[config.mk]
export PLATFORM = sky130hd
export DESIGN_NAME = gmii_frame_rx
export DESIGN_NICKNAME = d
export VERILOG_FILES = /design/src/rtl/gmii_frame_rx.sv
export SDC_FILE = /design/constraint.sdc
export NUM_CORES = 1
export LEC_CHECK = 0
export ABC_AREA = 1
export BUFFER_PORTS_ARGS = -buffer_cell sky130_fd_sc_hd__buf_2
export CAP_MARGIN = 15
export CORE_AREA = 2 2 150 152
export DETAILED_ROUTE_END_ITERATION = 10
export DIE_AREA = 0 0 152 154
export GPL_ROUTABILITY_DRIVEN = 0
export PLACE_DENSITY = 0.57
export RECOVER_POWER = 25
export SETUP_SLACK_MARGIN = 0.3
export SLEW_MARGIN = 25
export SYNTH_ARGS = -nofsm -noshare
export SYNTH_HDL_FRONTEND = slang
export SYNTH_SLANG_ARGS = --single-unit
[constraint.sdc]
create_clock -name clk -period 3 [get_ports clk]
set_input_delay 0.45 -clock clk [delete_from_list [all_inputs] [get_ports clk]]
set_output_delay 0.45 -clock clk [all_outputs]
set_load 0.02 [all_outputs]
[src/rtl/gmii_frame_rx.sv]
// GMII receive framer: strips preamble/SFD, checks length and CRC-32, delivers
// frame bytes without FCS, and decodes 802.3x PAUSE frames for flow control.
module gmii_frame_rx #(
  parameter int unsigned MIN_LEN = 64,
  parameter int unsigned MAX_LEN = 1522
) (
  input  logic        clk,
  input  logic        reset,
  input  logic        GMII_RX_DV,
  input  logic        GMII_RX_ER,
  input  logic [7:0]  GMII_RXD,
  output logic [7:0]  rx_data,
  output logic        rx_valid,
  output logic        rx_sof,
  output logic        rx_eof,
  output logic        rx_error,
  output logic        pause_rcvd,
  output logic [15:0] pause_time
);

  typedef enum logic [2:0] {
    WAIT_IDLE,
    IDLE,
    PREAMBLE,
    DATA,
    END_FRAME,
    DROP
  } state_t;

  state_t state, state_next;

  logic        dv_r, er_r;
  logic [7:0]  rxd_r;

  logic        start, push, finish;

  logic [4:0][7:0] line;
  logic [2:0]  fill;
  logic [31:0] crc;
  logic [31:0] crc_upd;
  logic [10:0] len;
  logic        err_flag;
  logic        emitted;
  logic        pause_match;
  logic        pause_byte_ok;
  logic [15:0] pause_pending;
  logic        frame_bad;

  function automatic logic [31:0] crc32_byte(input logic [31:0] c, input logic [7:0] d);
    logic [31:0] r;
    r = c;
    for (int unsigned i = 0; i < 8; i++) begin
      r = (r >> 1) ^ ((r[0] ^ d[i]) ? 32'hEDB88320 : 32'h0);
    end
    return r;
  endfunction

  assign crc_upd = crc32_byte(crc, rxd_r);

  assign frame_bad = err_flag | er_r | (crc != 32'hDEBB20E3) |
                     (32'(len) < MIN_LEN) | (32'(len) > MAX_LEN);

  // len is the post-SFD offset of the byte currently in rxd_r
  always_comb begin
    pause_byte_ok = 1'b1;
    case (len)
      11'd0:   pause_byte_ok = (rxd_r == 8'h01);
      11'd1:   pause_byte_ok = (rxd_r == 8'h80);
      11'd2:   pause_byte_ok = (rxd_r == 8'hC2);
      11'd3:   pause_byte_ok = (rxd_r == 8'h00);
      11'd4:   pause_byte_ok = (rxd_r == 8'h00);
      11'd5:   pause_byte_ok = (rxd_r == 8'h01);
      11'd12:  pause_byte_ok = (rxd_r == 8'h88);
      11'd13:  pause_byte_ok = (rxd_r == 8'h08);
      11'd14:  pause_byte_ok = (rxd_r == 8'h00);
      11'd15:  pause_byte_ok = (rxd_r == 8'h01);
      default: pause_byte_ok = 1'b1;
    endcase
  end

  // END_FRAME accepts a new preamble byte exactly like IDLE would, so a
  // one-cycle interframe gap loses nothing.
  always_comb begin
    state_next = state;
    start      = 1'b0;
    push       = 1'b0;
    finish     = 1'b0;
    case (state)
      WAIT_IDLE: begin
        if (!dv_r) state_next = IDLE;
      end
      IDLE, PREAMBLE, END_FRAME: begin
        if (!dv_r) begin
          state_next = IDLE;
        end else if (rxd_r == 8'h55) begin
          state_next = PREAMBLE;
        end else if (rxd_r == 8'hD5) begin
          state_next = DATA;
          start      = 1'b1;
        end else begin
          state_next = DROP;
        end
      end
      DATA: begin
        if (dv_r) begin
          push = 1'b1;
        end else begin
          finish     = 1'b1;
          state_next = END_FRAME;
        end
      end
      DROP: begin
        if (!dv_r) state_next = IDLE;
      end
      default: state_next = WAIT_IDLE;
    endcase
  end

  // dv_r resets high so WAIT_IDLE needs a genuine DV-low sample after reset.
  always_ff @(posedge clk or negedge reset) begin
    if (!reset) begin
      state <= WAIT_IDLE;
      dv_r  <= 1'b1;
      er_r  <= 1'b0;
      rxd_r <= '0;
    end else begin
      state <= state_next;
      dv_r  <= GMII_RX_DV;
      er_r  <= GMII_RX_ER;
      rxd_r <= GMII_RXD;
    end
  end

  // The eof byte is registered on the DATA->END_FRAME edge to keep the
  // six-cycle latency identical for every byte of the frame.
  always_ff @(posedge clk or negedge reset) begin
    if (!reset) begin
      rx_data       <= '0;
      rx_valid      <= 1'b0;
      rx_sof        <= 1'b0;
      rx_eof        <= 1'b0;
      rx_error      <= 1'b0;
      pause_rcvd    <= 1'b0;
      pause_time    <= '0;
      line          <= '0;
      fill          <= '0;
      crc           <= '1;
      len           <= '0;
      err_flag      <= 1'b0;
      emitted       <= 1'b0;
      pause_match   <= 1'b0;
      pause_pending <= '0;
    end else begin
      rx_valid   <= 1'b0;
      rx_sof     <= 1'b0;
      rx_eof     <= 1'b0;
      rx_error   <= 1'b0;
      pause_rcvd <= 1'b0;

      if (state == DATA && er_r) err_flag <= 1'b1;

      if (start) begin
        crc         <= '1;
        len         <= '0;
        fill        <= '0;
        err_flag    <= 1'b0;
        emitted     <= 1'b0;
        pause_match <= 1'b1;
      end

      if (push) begin
        line <= {line[3:0], rxd_r};
        crc  <= crc_upd;
        if (len != 11'h7FF) len <= len + 11'd1;
        if (!pause_byte_ok) pause_match <= 1'b0;
        if (len == 11'd16) pause_pending[15:8] <= rxd_r;
        if (len == 11'd17) pause_pending[7:0]  <= rxd_r;
        if (fill == 3'd5) begin
          rx_data  <= line[4];
          rx_valid <= 1'b1;
          rx_sof   <= ~emitted;
          emitted  <= 1'b1;
        end else begin
          fill <= fill + 3'd1;
        end
      end

      if (finish && fill == 3'd5) begin
        rx_data  <= line[4];
        rx_valid <= 1'b1;
        rx_eof   <= 1'b1;
        rx_sof   <= ~emitted;
        emitted  <= 1'b1;
        rx_error <= frame_bad;
        if (pause_match && !frame_bad) begin
          pause_time <= pause_pending;
          pause_rcvd <= 1'b1;
        end
      end
    end
  end

endmodule

==> run_results.csv, run 1 <==
group,metric,value,unit
synth,synth_ff_type,"dfrtp_1",
synth,syn_inst,882,
global_route,grt_pass1_wl,28200,microns
worst_hold_path,whs_endpoint,"dv_r",
die,die_w,152,microns
flow_run,cap_violations,1,
setup_path,cp_cell_sequence,"inv_1, nor3_1, nand4_1, nor3_1, nand2_1, nor2_2, nand3_4, inv_4, nand2_1, nand2_1",
synth,yosys-top-cells-area,"dfrtp_1 39%, nand2_1 15%, dfstp_2 12%, o21ai_0 5.2%, inv_1 4.8%",
timing,slew_headroom,-40.7,%
clock_tree,worstSkewPairLatency,0.42,ns
setup_path,reg2reg_from,"crc[19]",
clock_tree,cts.clk_slew.worst_paths,0.06,ns
clock_tree,cts_tree,"done",
worst_hold_path,worstHoldStart,"GMII_RX_DV",
die,start_util,33.6,%
power_and_ir_drop,total_power,0.00536,W
synth,synth_seq_area_share,51.1,%
timing,worst_slack,0.660,ns
timing,slew_viol_final,83,
clock_tree,cts_resized,0,
power_and_ir_drop,cellPowerDensity,643,nW/um^2
cells_and_area,seqCellArea,3720,sq um
clock_tree,root_buffer,"clkbuf_16",
route,ant_nets,0,
synth,synth_common_cells,"295 x nand2_1, 114 x dfrtp_1, 93 x inv_1",
cells_and_area,fillCellCount,2160,
route,num_vias,5680,
timing,worst_pin_slew,2.11,ns
die,die_y,154,microns
timing,rsz0062_at_grt,"no",
setup_path,path_class,"register to register",
synth,synth_area_per_cell,8.26,sq um
setup_path,critPathLaunchType,"register",
setup_path,slowest_stage,"dfstp_2",
setup_path,r2r_setup_slack,0.66,ns
clock_tree,cts_max_level,4,
clock_tree,cts_setup_buffers,0,
synth,synth_edf_count,0,
cells_and_area,nets,943,
die,core,21700,sq um
route,drt-vias-per-instance,4.66,
place,pre_cts_slack,0.617,ns
route,wl_per_cell,14.1,microns
worst_hold_path,worstHoldPathCells,1,
synth,synthesis.area,7280,sq um
global_route,grt_max_degree,84,
clock_tree,clock_sinks,147,
synth,synth.top_cell.area_share,39.2,%
worst_hold_path,hold_class,"input pin to register",
synth,ys_ff_latch,147,
die,io_pins,41,
timing,tns,0,ns
cells_and_area,drive_gt1_share,15.9,%
timing,setup_violations,0,
global_route,grt_pass1_vias,5362,
global_route,grt_antenna_before_repair,0,
cells_and_area,syn2layout_area_growth,14.5,%
die,die_area,23400,sq um
die,num_rows,54,
route,drc,0,
cells_and_area,multi_input_area,3060,sq um
power_and_ir_drop,power.static_leakage,4.20,nW
setup_path,critPathMaxFanout,17,
route,dr.pass1.iters,4,
place,port-buffer-count,40,
setup_path,cp.arrival,2.70,ns
synth,ys.warnings.count,0,
cells_and_area,antenna_cells,0,
setup_path,rr_worst_depth,10,
route,postRouteWirelength,17100,microns
clock_tree,holdBufCountCts,0,
status,violations,"capacitance limit, slew limit",
timing,hold_viol,0,
status,status,"finished, violations left",
setup_path,timing.rr.end,"pause_time[3]",
place,dp_hpwl,11900,microns
global_route,grt_overflow_total,0,
synth,yosys.area.top_type,"dfrtp_1",
power_and_ir_drop,ir_drop,0.397,mV
setup_path,endpoint_kind,"register",
setup_path,crit_cells,10,
setup_path,crit_family,"simple AND/OR/NAND/NOR gates",
timing,finalCriticalPeriod,2.34,ns
synth,syn-num-nets,900,
synth,yosysMostFrequentCell,"nand2_1",
setup_path,cp_common_cell,"nand2_1",
synth,async_flop_share,100,%
setup_path,critPathBufInv,2,
synth,synth_cell_types,43,
setup_path,cp.required,3.36,ns
clock_tree,cts_buffers,17,
setup_path,worst_path_largest_cell_delay,0.54,ns
clock_tree,clk_path_buf_depth,2,
timing,finClkSkew,0.00949,ns
route,detail_route.iter0.violations,335,
global_route,grt_util_all_layers,15.2,%
timing,max_freq,427,MHz
timing,period_share,78.0,%
[per-layer routing]
metal	vias up	wire length, microns	global-route usage, %	share of wire [%]
met5	-	0	0	0
met4	0	313	5.03	1.8
met3	23	722	3.41	4.2
met2	120	7740	24.2	45
met1	2663	8370	20.5	49
li1	2874	-	-	-
[cell usage in the layout (no fill, tap or decap), types with 4 or more instances in the layout]
cell type   instances
nand2_1           295
dfrtp_1           114
inv_1              92
o21ai_0            76
nor2_1             50
buf_2              38
nand3_1            36
dfstp_2            33
xor2_1             27
a21oi_1            21
clkbuf_16          17
nor3_1             14
nand2_2            11
o22ai_1            11
inv_2              10
xnor2_1            10
nand4_1             9
o21ai_1             7
ha_1                6
clkinvlp_4          5
nor2_2              4
nor4_1              4
clkinv_2            4
buf_4               4
[worst max path at each step]
stage	slack [ns]	end	start
6_report	0.66	pause_time[3]	crc[19]
5_1_grt	0.43	pause_time[3]	crc[19]
4_1_cts	0.60	pause_time[3]	crc[19]
3_5_place_dp	0.62	pause_time[3]	crc[20]
3_3_place_gp	0.59	pause_time[3]	crc[20]
2_1_floorplan	1.35	pause_time[10]	crc[19]
[logic make-up (layout without fill, tap and decap cells)]
group,after synthesis,after routing,share of synthesized area (%)
buffers and inverters,125,181,7.06
AOI/OAI and AO/OA,125,125,9.14
xor gates and xnor gates,45,45,6.70
and+or+nand+nor,434,434,25.0
adders and majority gates,6,6,1.03
DFF,147,147,51.1
[power by group]
part / internal (W) / switching [W] / total, W
Sequential: 0.00216 / 0.000120 / 0.00228
Clock: 0.00122 / 0.000839 / 0.00206
Combinational: 0.000366 / 0.000659 / 0.00102
[layout make-up]
cell class,instances,share of cell area (%)
clock buffers,19,5.19
clock inverters,13,1.62
inverters,104,4.71
multi-input cells,610,36.7
flip-flops and latches,147,44.6
well taps,280,4.20
repair buffers,45,2.99
[per-stage QoR]
| stage | hold slack (ns) | cells | util [%] | instance area (sq um) |
|---|---|---|---|---|
| finish | 0.128 | 1218 | 38.4 | 8340 |
| global route | 0.110 | 1218 | 38.4 | 8340 |
| CTS | 0.111 | 1218 | 38.5 | 8340 |
| detailed placement | 0.432 | 1186 | 35.9 | 7780 |
| global placement | 0.429 | 1186 | 35.9 | 7780 |
| floorplan | 0.154 | 882 | - | 7280 |
[state kept, by name, summed over array words and instances (netlist names), 3 cells and up]
signal         count
rx_data            8
pause_time        16
state              3
fill               3
rxd_r              8
crc               32
line              40
pause_pending     16
len               11
(Power assumes the default switching activity.)
==> inputs of run 2 (changes only) <==
ABC_AREA = 0   (was 1)
CORE_AREA = 2 2 145 147   (was 2 2 150 152)
DIE_AREA = 0 0 147 149   (was 0 0 152 154)
PLACE_DENSITY = 0.59   (was 0.57)
clock period = 2 ns   (was 3 ns; I/O delays follow)
==> run 2 against run 1 <==
Net effect: sequential power is 39% higher; the run ends with setup timing left; via count is 9.1% lower; wire length rose by 1.6%; clock skew decreased by 0.0030 ns; flip-flop and latch count is the same; register-to-register slack lost 0.72 ns; first-iteration DRC count down 12%; total power rose by 49%.
==> run_results.csv, run 2 <==
group,metric,value,unit
status,status,"finished, violations left",
status,violations,"setup timing",
synth,syn-num-nets,658,
setup_path,crit_end,"pause_time[10]",
die,die_area,21900,sq um
clock_tree,root_buffer,"clkbuf_16",
setup_path,rr_worst_depth,7,
timing,finalCriticalPeriod,2.06,ns
timing,hold_viol,0,
cells_and_area,mostFrequentLayoutCell,"nand2_1",
power_and_ir_drop,total_power,0.00801,W
power_and_ir_drop,clkPwrFrac,38.2,%
synth,yosys-top-cells-area,"dfrtp_1 42%, dfstp_2 13%, nand2_1 9.0%, xnor2_1 5.1%, mux2_2 4.0%",
cells_and_area,top_regs,"line: 40 flops, crc: 32 flops",
cells_and_area,syn2layout_area_growth,46.1,%
clock_tree,cts_max_level,4,
synth,synth_ff_type,"dfrtp_1",
setup_path,cp.required,2.31,ns
worst_hold_path,hold_class,"register to register",
place,port-buffer-count,40,
global_route,grt_pass1_wl,27500,microns
power_and_ir_drop,swShare,29.3,%
global_route,grt_pass1_vias,5169,
synth,async_flop_share,100,%
setup_path,startpoint,"crc[30]",
die,io_pins,41,
timing,slew_viol_final,0,
flow_run,cap_violations,0,
route,postRouteWirelength,17400,microns
route,num_vias,5164,
setup_path,timing.rr.end,"pause_time[10]",
global_route,grt_overflow_total,0,
cells_and_area,largest_register_ffs,40,
route,drt-vias-per-instance,4.69,
route,ant_nets,0,
power_and_ir_drop,p_int,0.00567,W
global_route,grt_util_all_layers,16.2,%
die,start_util,33.2,%
route,detail_route.iter0.violations,296,
power_and_ir_drop,cellPowerDensity,803,nW/um^2
cells_and_area,drive_gt1_share,49.4,%
clock_tree,cts_tree,"done",
timing,finClkSkew,0.00646,ns
synth,synth.top_cell.area_share,41.8,%
synth,synth_cell_types,54,
power_and_ir_drop,p_comb_share,22.2,%
setup_path,endpoint_kind,"register",
clock_tree,worstSkewPairLatency,0.43,ns
timing,slew_headroom,10.0,%
timing,holdWs,0.443,ns
power_and_ir_drop,p_switching,0.00234,W
setup_path,path_class,"register to register",
clock_tree,clk_path_buf_depth,2,
setup_path,critPathMaxFanout,8,
power_and_ir_drop,power.static_leakage,4.64,nW
route,drc,0,
setup_path,cp.arrival,2.37,ns
synth,synth_seq_area_share,54.5,%
synth,synthesis.area,6830,sq um
cells_and_area,antenna_cells,0,
synth,yosys.area.top_type,"dfrtp_1",
power_and_ir_drop,ir_drop,0.833,mV
timing,rsz0062_at_grt,"yes",
timing,worst_slack,-0.0599,ns
power_and_ir_drop,pwr-share-seq,39.7,%
synth,syn_inst,640,
setup_path,r2r_setup_slack,-0.06,ns
clock_tree,clock_sinks,147,
setup_path,critPathLaunchType,"register",
place,dp_hpwl,11200,microns
timing,worst_pin_slew,1.35,ns
timing,period_share,103,%
die,die_y,149,microns
synth,ys_ff_latch,147,
die,die_w,147,microns
timing,setup_violations,16,
cells_and_area,largest-register,"line",
route,dr.pass1.iters,6,
synth,synth_common_cells,"164 x nand2_1, 114 x dfrtp_1, 40 x xnor2_1",
synth,synth_area_per_cell,10.7,sq um
synth,synth_edf_count,0,
synth,ys.warnings.count,0,
setup_path,reg2reg_from,"crc[30]",
cells_and_area,fin_area,9970,sq um
synth,yosysMostFrequentCell,"nand2_1",
route,wl_per_cell,15.8,microns
clock_tree,cts_buffers,17,
cells_and_area,final_cell_mix,"158 x nand2_1, 108 x dfrtp_1, 99 x buf_4",
global_route,grt_max_degree,59,
die,core,20600,sq um
timing,max_freq,485,MHz
global_route,grt_antenna_before_repair,0,
place,post_dp_cell_area,8110,sq um
clock_tree,cts.clk_slew.worst_paths,0.07,ns
cells_and_area,nets,831,
die,num_rows,53,
==> run 2: worst min path at each step <==
| stage | from | endpoint | slack, ns | cells past startpoint |
|---|---|---|---|---|
| floorplan | reset | emitted | 0.004 | 0 |
| global placement | reset | rx_error | 0.30 | 1 |
| detailed placement | reset | rx_error | 0.30 | 1 |
| CTS | reset | rx_error | 0.41 | 2 |
| global route | emitted | rx_sof | 0.46 | 1 |
| finish | emitted | rx_sof | 0.44 | 1 |
==> run 2: kinds of logic (layout without fill, tap and decap cells) <==
| family | after synthesis | after routing | share of synthesized area (%) |
|---|---|---|---|
| buffers and inverters | 34 | 219 | 2.14 |
| AOI/OAI and AO/OA | 74 | 74 | 6.45 |
| and+or+nand+nor | 267 | 268 | 18.0 |
| xor gates and xnor gates | 77 | 77 | 11.5 |
| adders and majority gates | 7 | 7 | 1.25 |
| DFF | 147 | 147 | 54.5 |
| muxes | 34 | 34 | 6.16 |
==> run 2: metrics by stage <==
step | TNS [ns] | std cells | worst slack, ns | utilization, %
detailed placement | -0.834 | 1023 | -0.0907 | 39.5
finish | -0.608 | 1101 | -0.0599 | 48.5
global route | -3.34 | 1101 | -0.132 | 48.5
floorplan | -0.661 | 640 | -0.0661 | -
global placement | -0.648 | 1023 | -0.0622 | 39.5
CTS | -0.785 | 1075 | -0.0640 | 46.1
==> run 2: area by class of cell <==
class                   instances  area [sq um]
flip-flops and latches        147          3730
clock inverters                15           139
clock buffers                  17           425
repair buffers                181          1490
inverters                       6          25.0
fillers                      1848         10600
multi-input cells             460          3820
well taps                     275           344
==> run 2: power by group through the flow <==
| stage | clock, W | sequential [W] | combinational (W) |
|---|---|---|---|
| 2_1_floorplan | 0 | 0.00321 | 0.000759 |
| 3_3_place_gp | 0 | 0.00321 | 0.00132 |
| 3_5_place_dp | 0 | 0.00321 | 0.00133 |
| 4_1_cts | 0.00311 | 0.00317 | 0.00158 |
| 5_1_grt | 0.00324 | 0.00319 | 0.00189 |
| 6_report | 0.00306 | 0.00318 | 0.00177 |
==> run 2: what timing repair did <==
action	in CTS	in global routing
pin swaps	23	39
setup buffers	8	23
setup endpoints to repair	83	83
endpoints found under the hold margin	40	0
gates cloned	1	3
resized for setup	149	62
hold buffers	11	0
==> run 2: worst max-delay path: stages, from the launching register on <==
cell       delay, ns
dfstp_2         0.53
nand4b_1        0.18
nor4_4          0.24
nand3_4         0.11
nor4b_4         0.25
buf_4           0.18
clkbuf_16       0.16
mux2_4          0.30
==> run 2: layer usage <==
metal	wire length, microns	track usage, %
met1	8110	22.0
met2	8410	25.7
met3	561	3.00
met5	0	0
met4	334	6.44
==> inputs of run 3 (changes only) <==
BUFFER_PORTS_ARGS = default   (was -buffer_cell sky130_fd_sc_hd__buf_2)
CORE_AREA = 2 2 120 122   (was 2 2 145 147)
DIE_AREA = 0 0 122 124   (was 0 0 147 149)
DONT_BUFFER_PORTS = 1   (was default)
PLACE_DENSITY = 0.75   (was 0.59)
==> run 3 against run 2 <==
Net effect: largest power group unchanged; critical path depth is 2 lower; via count is 3.8% higher; final area is 5.7% lower; the run ends with hold timing, setup timing left; cell count is 15% lower; largest cell class unchanged.
==> run_results.csv, run 3 (synthesis gave the netlist of run 2 again) <==
group,metric,value,unit
route,num_vias,5361,
route,wl_per_cell,21.2,microns
route,dr.pass1.iters,5,
setup_path,rr_worst_depth,5,
timing,rsz0062_at_grt,"yes",
cells_and_area,drive_gt1_share,45.3,%
route,drc,0,
place,post_dp_cell_area,7560,sq um
setup_path,worst_path_largest_cell_delay,0.57,ns
timing,worst_pin_slew,0.434,ns
route,detail_route.iter0.violations,531,
cells_and_area,syn2layout_area_growth,37.7,%
setup_path,cp_cell_sequence,"nor4bb_4, nand3_2, nor4b_4, buf_12, mux2_2",
die,start_util,49.7,%
cells_and_area,nets,763,
timing,worst_slack,-0.150,ns
timing,holdWs,-0.439,ns
timing,max_freq,465,MHz
setup_path,crit_cells,5,
place,dp_hpwl,10500,microns
die,die_area,15100,sq um
die,die_y,124,microns
power_and_ir_drop,cellPowerDensity,844,nW/um^2
cells_and_area,fin_area,9400,sq um
global_route,grt_max_degree,148,
timing,setup_violations,19,
setup_path,endpoint_kind,"register",
die,die_w,122,microns
power_and_ir_drop,power.static_leakage,4.29,nW
global_route,grt_pass1_wl,29200,microns
timing,finalCriticalPeriod,2.15,ns
route,drt-vias-per-instance,5.72,
timing,slew_viol_final,0,
timing,slew_headroom,71.1,%
timing,hold_viol,147,
clock_tree,cts_tree,"done",
clock_tree,cts_buffers,17,
status,violations,"hold timing, setup timing",
cells_and_area,mostFrequentLayoutCell,"nand2_1",
setup_path,path_class,"register to register",
global_route,grt_overflow_total,0,
clock_tree,worstSkewPairLatency,0.44,ns
clock_tree,holdBufCountCts,10,
timing,finClkSkew,0.0127,ns
clock_tree,cts_max_level,4,
place,port-buffer-count,0,
die,io_pins,41,
global_route,grt_pass1_vias,5548,
worst_hold_path,hold_class,"input pin to async pin",
setup_path,critPathLaunchType,"register",
power_and_ir_drop,ir_drop,0.872,mV
die,num_rows,43,
die,core,13700,sq um
clock_tree,clk_path_buf_depth,2,
cells_and_area,top_regs,"line: 40 flops, crc: 32 flops",
setup_path,critPathMaxFanout,16,
global_route,grt_antenna_before_repair,0,
power_and_ir_drop,total_power,0.00794,W
cells_and_area,fin_cells,938,
setup_path,cp.arrival,2.46,ns
setup_path,critPathBufInv,1,
setup_path,slowest_stage,"dfstp_2",
clock_tree,clock_sinks,147,
clock_tree,cts.clk_slew.worst_paths,0.07,ns
setup_path,crit_family,"simple AND/OR/NAND/NOR gates",
place,dp_cells,863,
clock_tree,root_buffer,"clkbuf_16",
timing,period_share,107,%
status,status,"finished, violations left",
global_route,grt_util_all_layers,25.8,%
flow_run,cap_violations,0,
cells_and_area,antenna_cells,0,
cells_and_area,largest-register,"line",
cells_and_area,final_cell_mix,"159 x nand2_1, 108 x dfrtp_1, 74 x buf_4",
setup_path,cp.required,2.31,ns
route,postRouteWirelength,19900,microns
cells_and_area,final_util,68.5,%
cells_and_area,largest_register_ffs,40,
route,ant_nets,0,
-- run 3: changes by cell type in the layout (fill, tap and decap cells not counted), sizes merged --
cell         previous run  this run
buf                   164       104
inv                    13         7
clkinv                  5         9
clkbuf                 23        20
clkinvlp                3         1
bufinv                  0         1
dlygate4sd3            11        10
nand2                 166       165
-- run 3: worst paths after layout --
path                              from       endpoint  slack [ns]
min reg2reg                    emitted         rx_sof        0.45
min in group clk           GMII_RXD[3]       rxd_r[3]        0.41
max in group asynchronous        reset        crc[26]        2.22
min                              reset  pause_time[3]       -0.44
max reg2reg                    crc[23]  pause_time[1]       -0.15
max                            crc[23]  pause_time[1]       -0.15
-- run 3: report_power, final --
part           switching [W]  internal (W)
clock                0.00128       0.00174
combinational       0.000851      0.000867
sequential          0.000102       0.00309
-- run 3: metal layers --
layer  part of all wire (%)  vias up  GRT usage (%)
met1                     38     2697           30.9
met4                    4.8        0           11.7
met3                    5.0       81           6.18
met5                      0        -              0
li1                       -     2366              -
met2                     52      217           44.1
-- run 3: area by class of cell --
class,instances,area (sq um)
Fill cell,887,4320
Multi-Input combinational cell,459,3770
Sequential cell,147,3730
Timing Repair Buffer,114,1100
Clock buffer,20,447
Tap cell,180,225
Clock inverter,12,106
Inverter,6,25.0
-- run 3: worst reg2reg max path: stages (launching register included) --
cell,delay [ns]
dfstp_2,0.57
nor4bb_4,0.38
nand3_2,0.16
nor4b_4,0.35
buf_12,0.21
mux2_2,0.37
-- run 3: stage by stage --
step	setup TNS (ns)	setup slack, ns
3_3_place_gp	-0.694	-0.0645
5_1_grt	-2.49	-0.171
3_5_place_dp	-1.05	-0.0882
6_report	-1.76	-0.150
4_1_cts	-0.0800	-0.0166
2_1_floorplan	-0.661	-0.0661
-- run 3: timing repair --
action,in CTS,in global routing
hold endpoints to repair,157,147
setup buffers,20,11
gates resized for setup,146,55
cloned,2,0
setup endpoints to repair,81,120
pin swaps,31,22
